<file path="config.mk">
export PLATFORM = sky130hd
export DESIGN_NAME = buffer_write_arbiter_flat
export DESIGN_NICKNAME = d
export VERILOG_FILES = /design/src/rtl/buffer_write_arbiter_if.sv /design/src/rtl/buffer_write_arbiter.sv /design/src/flat_wrapper.sv
export SDC_FILE = /design/constraint.sdc
export NUM_CORES = 1
export LEC_CHECK = 0
export ABC_AREA = 1
export BUFFER_PORTS_ARGS = -buffer_cell sky130_fd_sc_hd__buf_4
export CAP_MARGIN = 20
export CORE_MARGIN = 8
export CORE_UTILIZATION = 40
export CTS_BUF_LIST = sky130_fd_sc_hd__clkbuf_16
export DETAILED_ROUTE_END_ITERATION = 10
export PLACE_DENSITY = 0.74
export SYNTH_ARGS = -nofsm -noshare
export SYNTH_HDL_FRONTEND = slang
export SYNTH_SLANG_ARGS = --single-unit
</file>
<file path="constraint.sdc">
create_clock -name clk -period 2.76 [get_ports clk]
set_clock_uncertainty 0.05 [all_clocks]
set_input_delay 0.552 -clock clk [delete_from_list [all_inputs] [get_ports clk]]
set_output_delay 0.552 -clock clk [all_outputs]
set_load 0.03 [all_outputs]
</file>
<file path="src/rtl/buffer_write_arbiter_if.sv">
// Bundle of the producer-side and buffer-side signals around buffer_write_arbiter.
//   req/req_data/req_last : from the NUM_REQ producers (one slice per producer)
//   grant                 : one-hot word-accepted strobe back to the producers
//   buf_wr_en/buf_data    : write strobe and word into the buffer's wr_en/data_in
//   buf_full              : buffer full flag, the only backpressure source
//   active_id/busy        : current/last burst owner and "burst in progress" status
// The slave modport is the arbiter's view; master is the environment's view.
interface buffer_write_arbiter_if #(
    parameter int NUM_REQ    = 4,
    parameter int DATA_WIDTH = 16
);
    localparam int ID_W = $clog2(NUM_REQ);

    logic [NUM_REQ-1:0]            req;
    logic [NUM_REQ*DATA_WIDTH-1:0] req_data;
    logic [NUM_REQ-1:0]            req_last;
    logic [NUM_REQ-1:0]            grant;
    logic                          buf_wr_en;
    logic [DATA_WIDTH-1:0]         buf_data;
    logic                          buf_full;
    logic [ID_W-1:0]               active_id;
    logic                          busy;

    modport slave (
        input  req, req_data, req_last, buf_full,
        output grant, buf_wr_en, buf_data, active_id, busy
    );

    modport master (
        output req, req_data, req_last, buf_full,
        input  grant, buf_wr_en, buf_data, active_id, busy
    );
endinterface

</file>
<file path="src/rtl/buffer_write_arbiter.sv">
// Round-robin arbiter sharing one buffer write port between NUM_REQ producers.
// A winner owns the port for a burst of up to MAX_BURST words, or until it
// flags req_last, or until it drops req. Every burst is followed by one IDLE
// arbitration cycle, after which the search restarts just above the last owner.
// Ports:
//   clk  : rising-edge clock
//   rst  : synchronous active-high reset; no write happens in any reset cycle
//   bus  : buffer_write_arbiter_if.slave (requests in, grant/buffer write out)
module buffer_write_arbiter #(
    parameter int NUM_REQ    = 4,
    parameter int DATA_WIDTH = 16,
    parameter int MAX_BURST  = 4
) (
    input  logic                   clk,
    input  logic                   rst,
    buffer_write_arbiter_if.slave  bus
);
    localparam int ID_W  = $clog2(NUM_REQ);
    localparam int CNT_W = $clog2(MAX_BURST + 1);

    typedef enum logic {
        IDLE = 1'b0,
        XFER = 1'b1
    } state_t;

    state_t            state_q,     state_d;
    logic [ID_W-1:0]   owner_q,     owner_d;
    logic [ID_W-1:0]   rr_ptr_q,    rr_ptr_d;
    logic [CNT_W-1:0]  burst_cnt_q, burst_cnt_d;

    logic [DATA_WIDTH-1:0] slice [NUM_REQ];
    logic                  sel_found;
    logic [ID_W-1:0]       sel_idx;
    logic                  accept;
    logic [CNT_W-1:0]      cnt_inc;
    logic [ID_W-1:0]       owner_next;

    generate
        for (genvar gi = 0; gi < NUM_REQ; gi++) begin : g_req
            assign slice[gi]     = bus.req_data[gi*DATA_WIDTH +: DATA_WIDTH];
            assign bus.grant[gi] = accept && (owner_q == ID_W'(gi));
        end
    endgenerate

    // Rotating priority search: walk offsets from high to low so the
    // requester closest to rr_ptr (offset 0 first) is the last assignment.
    always_comb begin
        int idx;
        sel_found = 1'b0;
        sel_idx   = '0;
        idx       = 0;
        for (int k = NUM_REQ - 1; k >= 0; k--) begin
            idx = int'(rr_ptr_q) + k;
            if (idx >= NUM_REQ) begin
                idx = idx - NUM_REQ;
            end
            if (bus.req[ID_W'(idx)]) begin
                sel_found = 1'b1;
                sel_idx   = ID_W'(idx);
            end
        end
    end

    // Reset gates the write path so a burst interrupted by reset can never
    // emit a word while the registered state is still XFER.
    assign accept     = (state_q == XFER) && bus.req[owner_q] && !bus.buf_full && !rst;
    assign cnt_inc    = burst_cnt_q + CNT_W'(1);
    assign owner_next = (owner_q == ID_W'(NUM_REQ - 1)) ? '0 : owner_q + ID_W'(1);

    always_comb begin
        state_d     = state_q;
        owner_d     = owner_q;
        rr_ptr_d    = rr_ptr_q;
        burst_cnt_d = burst_cnt_q;
        case (state_q)
            IDLE: begin
                if (sel_found) begin
                    owner_d     = sel_idx;
                    burst_cnt_d = '0;
                    state_d     = XFER;
                end
            end
            XFER: begin
                if (!bus.req[owner_q]) begin
                    // Owner went quiet between words: give the port up.
                    state_d  = IDLE;
                    rr_ptr_d = owner_next;
                end else if (accept) begin
                    burst_cnt_d = cnt_inc;
                    if (bus.req_last[owner_q] || (cnt_inc == CNT_W'(MAX_BURST))) begin
                        state_d  = IDLE;
                        rr_ptr_d = owner_next;
                    end
                end
                // buf_full with req held: everything stays, owner keeps the port.
            end
            default: state_d = IDLE;
        endcase
    end

    always_ff @(posedge clk) begin
        if (rst) begin
            state_q     <= IDLE;
            owner_q     <= '0;
            rr_ptr_q    <= '0;
            burst_cnt_q <= '0;
        end else begin
            state_q     <= state_d;
            owner_q     <= owner_d;
            rr_ptr_q    <= rr_ptr_d;
            burst_cnt_q <= burst_cnt_d;
        end
    end

    assign bus.buf_wr_en = accept;
    assign bus.buf_data  = accept ? slice[owner_q] : '0;
    assign bus.busy      = (state_q == XFER) && !rst;
    assign bus.active_id = rst ? '0 : owner_q;
endmodule

</file>
<file path="src/flat_wrapper.sv">
// flat-port wrapper written by rule: the top's interface ports become plain ports
module buffer_write_arbiter_flat 
#(
    parameter int NUM_REQ    = 4,
    parameter int DATA_WIDTH = 16,
    parameter int MAX_BURST  = 4
)
  (clk, rst, bus_req, bus_req_data, bus_req_last, bus_buf_full, bus_grant, bus_buf_wr_en, bus_buf_data, bus_active_id, bus_busy);
  buffer_write_arbiter_if #(.NUM_REQ(NUM_REQ), .DATA_WIDTH(DATA_WIDTH)) bus_i ();
  input  logic clk;
  input  logic rst;
  input wire logic [$bits(bus_i.req)-1:0] bus_req;
  input wire logic [$bits(bus_i.req_data)-1:0] bus_req_data;
  input wire logic [$bits(bus_i.req_last)-1:0] bus_req_last;
  input wire logic [$bits(bus_i.buf_full)-1:0] bus_buf_full;
  output wire logic [$bits(bus_i.grant)-1:0] bus_grant;
  output wire logic [$bits(bus_i.buf_wr_en)-1:0] bus_buf_wr_en;
  output wire logic [$bits(bus_i.buf_data)-1:0] bus_buf_data;
  output wire logic [$bits(bus_i.active_id)-1:0] bus_active_id;
  output wire logic [$bits(bus_i.busy)-1:0] bus_busy;
  assign bus_i.req = bus_req;
  assign bus_i.req_data = bus_req_data;
  assign bus_i.req_last = bus_req_last;
  assign bus_i.buf_full = bus_buf_full;
  assign bus_grant = bus_i.grant;
  assign bus_buf_wr_en = bus_i.buf_wr_en;
  assign bus_buf_data = bus_i.buf_data;
  assign bus_active_id = bus_i.active_id;
  assign bus_busy = bus_i.busy;
  buffer_write_arbiter #(.NUM_REQ(NUM_REQ), .DATA_WIDTH(DATA_WIDTH), .MAX_BURST(MAX_BURST)) u_core (.clk(clk), .rst(rst), .bus(bus_i));
endmodule
</file>
==> results.txt <==
----------------------------------------------------
[Floorplanning]
  Number of rows in the core area ... 22
  Die Wd ... 76.8 um
  Floorplan die area ... 5900 um2
  Boundary Pins ... 99
  Core region area ... 3610 um2
  Starting density of the core ... 0.410
  Die height ... 76.8 um

[Global routing]
  Residual overflow from global routing ... 0
  First-pass GRT wire length ... 9320 um
  Pin count of the biggest net entering global routing ... 35
  Overall fraction of global-route tracks in use ... 0.184
  Number of global-route vias before repair ... 1849
  Antenna violations before repair ... 0

[Worst setup path]
  Highest fanout seen on the critical path ... 26
  Crit path DAT ... 1840 ps
  Worst path required time ... 2160 ps
  Worst path slowest cell ... sky130_fd_sc_hd__dfxtp_1
  Crit-path leading delay family ... buffers and inverters
  Critical path type ... reg -> out
  Kind of end point of the critical path ... output pin
  Crit path cell chain ... inv_2 > nand2_1 > nand3_1 > nand2_2 > nor2_4 > inv_4 > a21oi_2 > buf_4
  Crit path buf inv count ... 3
  Largest stage delay, worst path ... 360 ps
  Critical Path Source Type ... flop

[Routing]
  Routed vias/inst ... 4.93
  Vias ... 1957
  Avg WL per Cell ... 14.3 um
  Residual antenna-violating net count after detailed routing ... 0
  DRT iter0 DRCs ... 146
  Drt first pass iters ... 4
  Routed wire length ... 5660 um
  DRC violations left ... 0

[Layout]
  Fin util ... 0.633
  Share of post-route cells with drive strength above 1 ... 0.456
  Most common cell after layout, fill and taps aside ... sky130_fd_sc_hd__buf_4
  Most frequent cells in the layout ... sky130_fd_sc_hd__buf_4 (102), sky130_fd_sc_hd__nor2_1 (71), sky130_fd_sc_hd__nand2_1 (42), sky130_fd_sc_hd__o21ai_0 (35), sky130_fd_sc_hd__a21oi_2 (18)
  Final layout net count ... 432
  Syn-to-layout area delta ... 54.1%
  Area of the multi-input gates ... 1130 um2
  Storage cell area ... 160 um2
  Filler instances ... 369
  Number of inserted diodes ... 0

[Power]
  Seq pwr share ... 0.115
  Relative contribution of the clock network to total power ... 0.132
  Pint ... 0.819 mW
  Total chip power ... 1.81 mW
  Power per standard cell area ... 793 nW/um2
  VDD IR-drop max ... 0.798 mV
  Fraction of power consumed by combinational cells ... 0.753
  Switching part of the total power ... 0.547
  Leakage power ... 1.16 nW
  Net Switching ... 0.989 mW

[Place]
  Placer's final routability congestion estimate ... 0.840
  Detailed placement HPWL ... 4580 um
  Number of buffer cells added on primary ports ... 98

[CTS]
  Clk_lat worst skew ... 230 ps
  Clock tree from TritonCTS ... built
  TritonCTS sink count ... 8
  Clock input transition at the sequential cells of the worst setup and hold paths ... 40 ps
  CTS Root Buffer Type ... sky130_fd_sc_hd__clkbuf_16
  CTS hold repair buffers ... 0
  Total number of H-tree levels ... 1
  Maximum buffer depth of the clock tree ... 2
  Post-CTS setup buffer count ... 0
  Resize count post-CTS ... 0
  CTS buffer count ... 3

[STA]
  Tcrit/Tclk final ... 0.886
  Shortest clock period the worst path allows after layout ... 2450 ps
  Setup repair after global routing missed its margin ... no
  Maximum clock frequency ... 409 MHz
  Pins Over Slew Limit ... 0
  Transition time at the pin with the least slew margin ... 438 ps
  Headroom to the max-slew limit ... 0.708
  Total Neg Setup Slack ... 0 ps
  Final Hold Fails ... 0
  Final-report setup violation count ... 0

[Yosys]
  Number of library cell types mapped by synthesis ... 28
  Netlist area before placement ... 1480 um2
  Share of synthesized area occupied by flip-flops and latches ... 0.108
  Post-Syn Area per Cell ... 5.71 um2
  Post-Synthesis Net Count ... 340
  #FFs+latches synth ... 8
  Synth Instances ... 259
  Syn. warnings ... 0

[Min path]
  Classification of the worst-slack hold path ... reg -> reg

[Status]
  Run status ... completed

[Run]
  Max-cap violations ... 0

----------------------------------------------------
-- tightest hold or removal path: cells and delay by family (launching register included) --
family           cells  cell delay [ps]
AND/OR/NAND/NOR      1               80
flip-flops           1              320
AO/OA/AOI/OAI        1               40
-- area by class of cell --
class                           instances  area share
Sequential cell                         8      0.0702
Inverter                               20      0.0373
Timing Repair Buffer                  102       0.336
Tap cell                               48      0.0263
Clock buffer                            3      0.0329
Multi-Input combinational cell        216       0.498
-- power groups by stage --
stage | sequential, mW | combinational (mW) | clock, mW
finish | 0.209 | 1.36 | 0.238
CTS | 0.208 | 1.37 | 0.242
floorplan | 0.179 | 1.09 | 0
detailed placement | 0.210 | 1.36 | 0
global route | 0.212 | 1.55 | 0.249
global placement | 0.207 | 1.35 | 0
-- synthesized netlist by cell type --
cell / number / area share
sky130_fd_sc_hd__buf_4: 2 / 0.010
sky130_fd_sc_hd__nor2_4: 2 / 0.015
sky130_fd_sc_hd__inv_4: 1 / 0.0042
sky130_fd_sc_hd__buf_2: 5 / 0.017
sky130_fd_sc_hd__nor2_1: 71 / 0.18
sky130_fd_sc_hd__nand2_2: 14 / 0.059
sky130_fd_sc_hd__nand2_4: 1 / 0.0076
sky130_fd_sc_hd__nand3_2: 3 / 0.020
sky130_fd_sc_hd__nand3_1: 8 / 0.027
sky130_fd_sc_hd__o21ai_0: 35 / 0.12
sky130_fd_sc_hd__a21oi_2: 18 / 0.11
sky130_fd_sc_hd__o211a_1: 1 / 0.0068
sky130_fd_sc_hd__and2_2: 2 / 0.010
sky130_fd_sc_hd__ha_1: 6 / 0.051
sky130_fd_sc_hd__buf_6: 4 / 0.030
sky130_fd_sc_hd__clkbuf_1: 4 / 0.010
sky130_fd_sc_hd__or2_2: 1 / 0.0042
sky130_fd_sc_hd__o21ai_1: 1 / 0.0034
sky130_fd_sc_hd__inv_1: 14 / 0.036
sky130_fd_sc_hd__nand4_1: 1 / 0.0042
sky130_fd_sc_hd__a21oi_1: 2 / 0.0068
sky130_fd_sc_hd__nand2_1: 42 / 0.11
sky130_fd_sc_hd__o22ai_2: 1 / 0.0085
sky130_fd_sc_hd__nor2_2: 6 / 0.025
sky130_fd_sc_hd__inv_2: 4 / 0.010
sky130_fd_sc_hd__xnor2_1: 1 / 0.0059
sky130_fd_sc_hd__dfxtp_1: 8 / 0.11
sky130_fd_sc_hd__inv_8: 1 / 0.0076
-- routing by layer --
metal / GRT usage / wire (um) / up-vias
met3: 0.0408 / 447 / 2
met2: 0.314 / 2710 / 89
met5: 0 / 0 / -
li1: - / - / 1004
met4: 0.0288 / 16 / 0
met1: 0.232 / 2490 / 862
-- state kept, by name (all words and copies together) (netlist names) --
signal and flops:
u_core.state_q 1, u_core.rr_ptr_q 2, u_core.owner_q 2, u_core.burst_cnt_q 3
-- cells by family (layout without fill, tap and decap cells) --
kind of cell / Yosys count / count (layout) / synth area share
DFF: 8 / 8 / 0.108
buffers and inverters: 35 / 125 / 0.125
and+or+nand+nor: 151 / 151 / 0.460
AOI/OAI and AO/OA: 58 / 58 / 0.250
adders and majority gates: 6 / 6 / 0.0507
xor gates and xnor gates: 1 / 1 / 0.00592
-- path summary, 6_finish.rpt --
kind / startpoint / endpoint / slack, ps / cells after the start
setup / recovery: u_core.owner_q[0] / bus_buf_data[6] / 310 / 8
hold / removal: u_core.burst_cnt_q[1] / u_core.burst_cnt_q[1] / 440 / 2
setup reg to reg: u_core.owner_q[0] / u_core.burst_cnt_q[0] / 1100 / 8
hold reg to reg: u_core.burst_cnt_q[1] / u_core.burst_cnt_q[1] / 440 / 2
-- through the flow --
step                cells  setup WS [ps]  hold slack (ps)  instance area (um2)
floorplan             259            463              415                 1480
global placement      394            629              439                 2210
detailed placement    394            566              441                 2210
CTS                   397            337              447                 2280
global route          397            181              472                 2280
finish                397            314              442                 2280
Power figures use the tool's default switching activity.
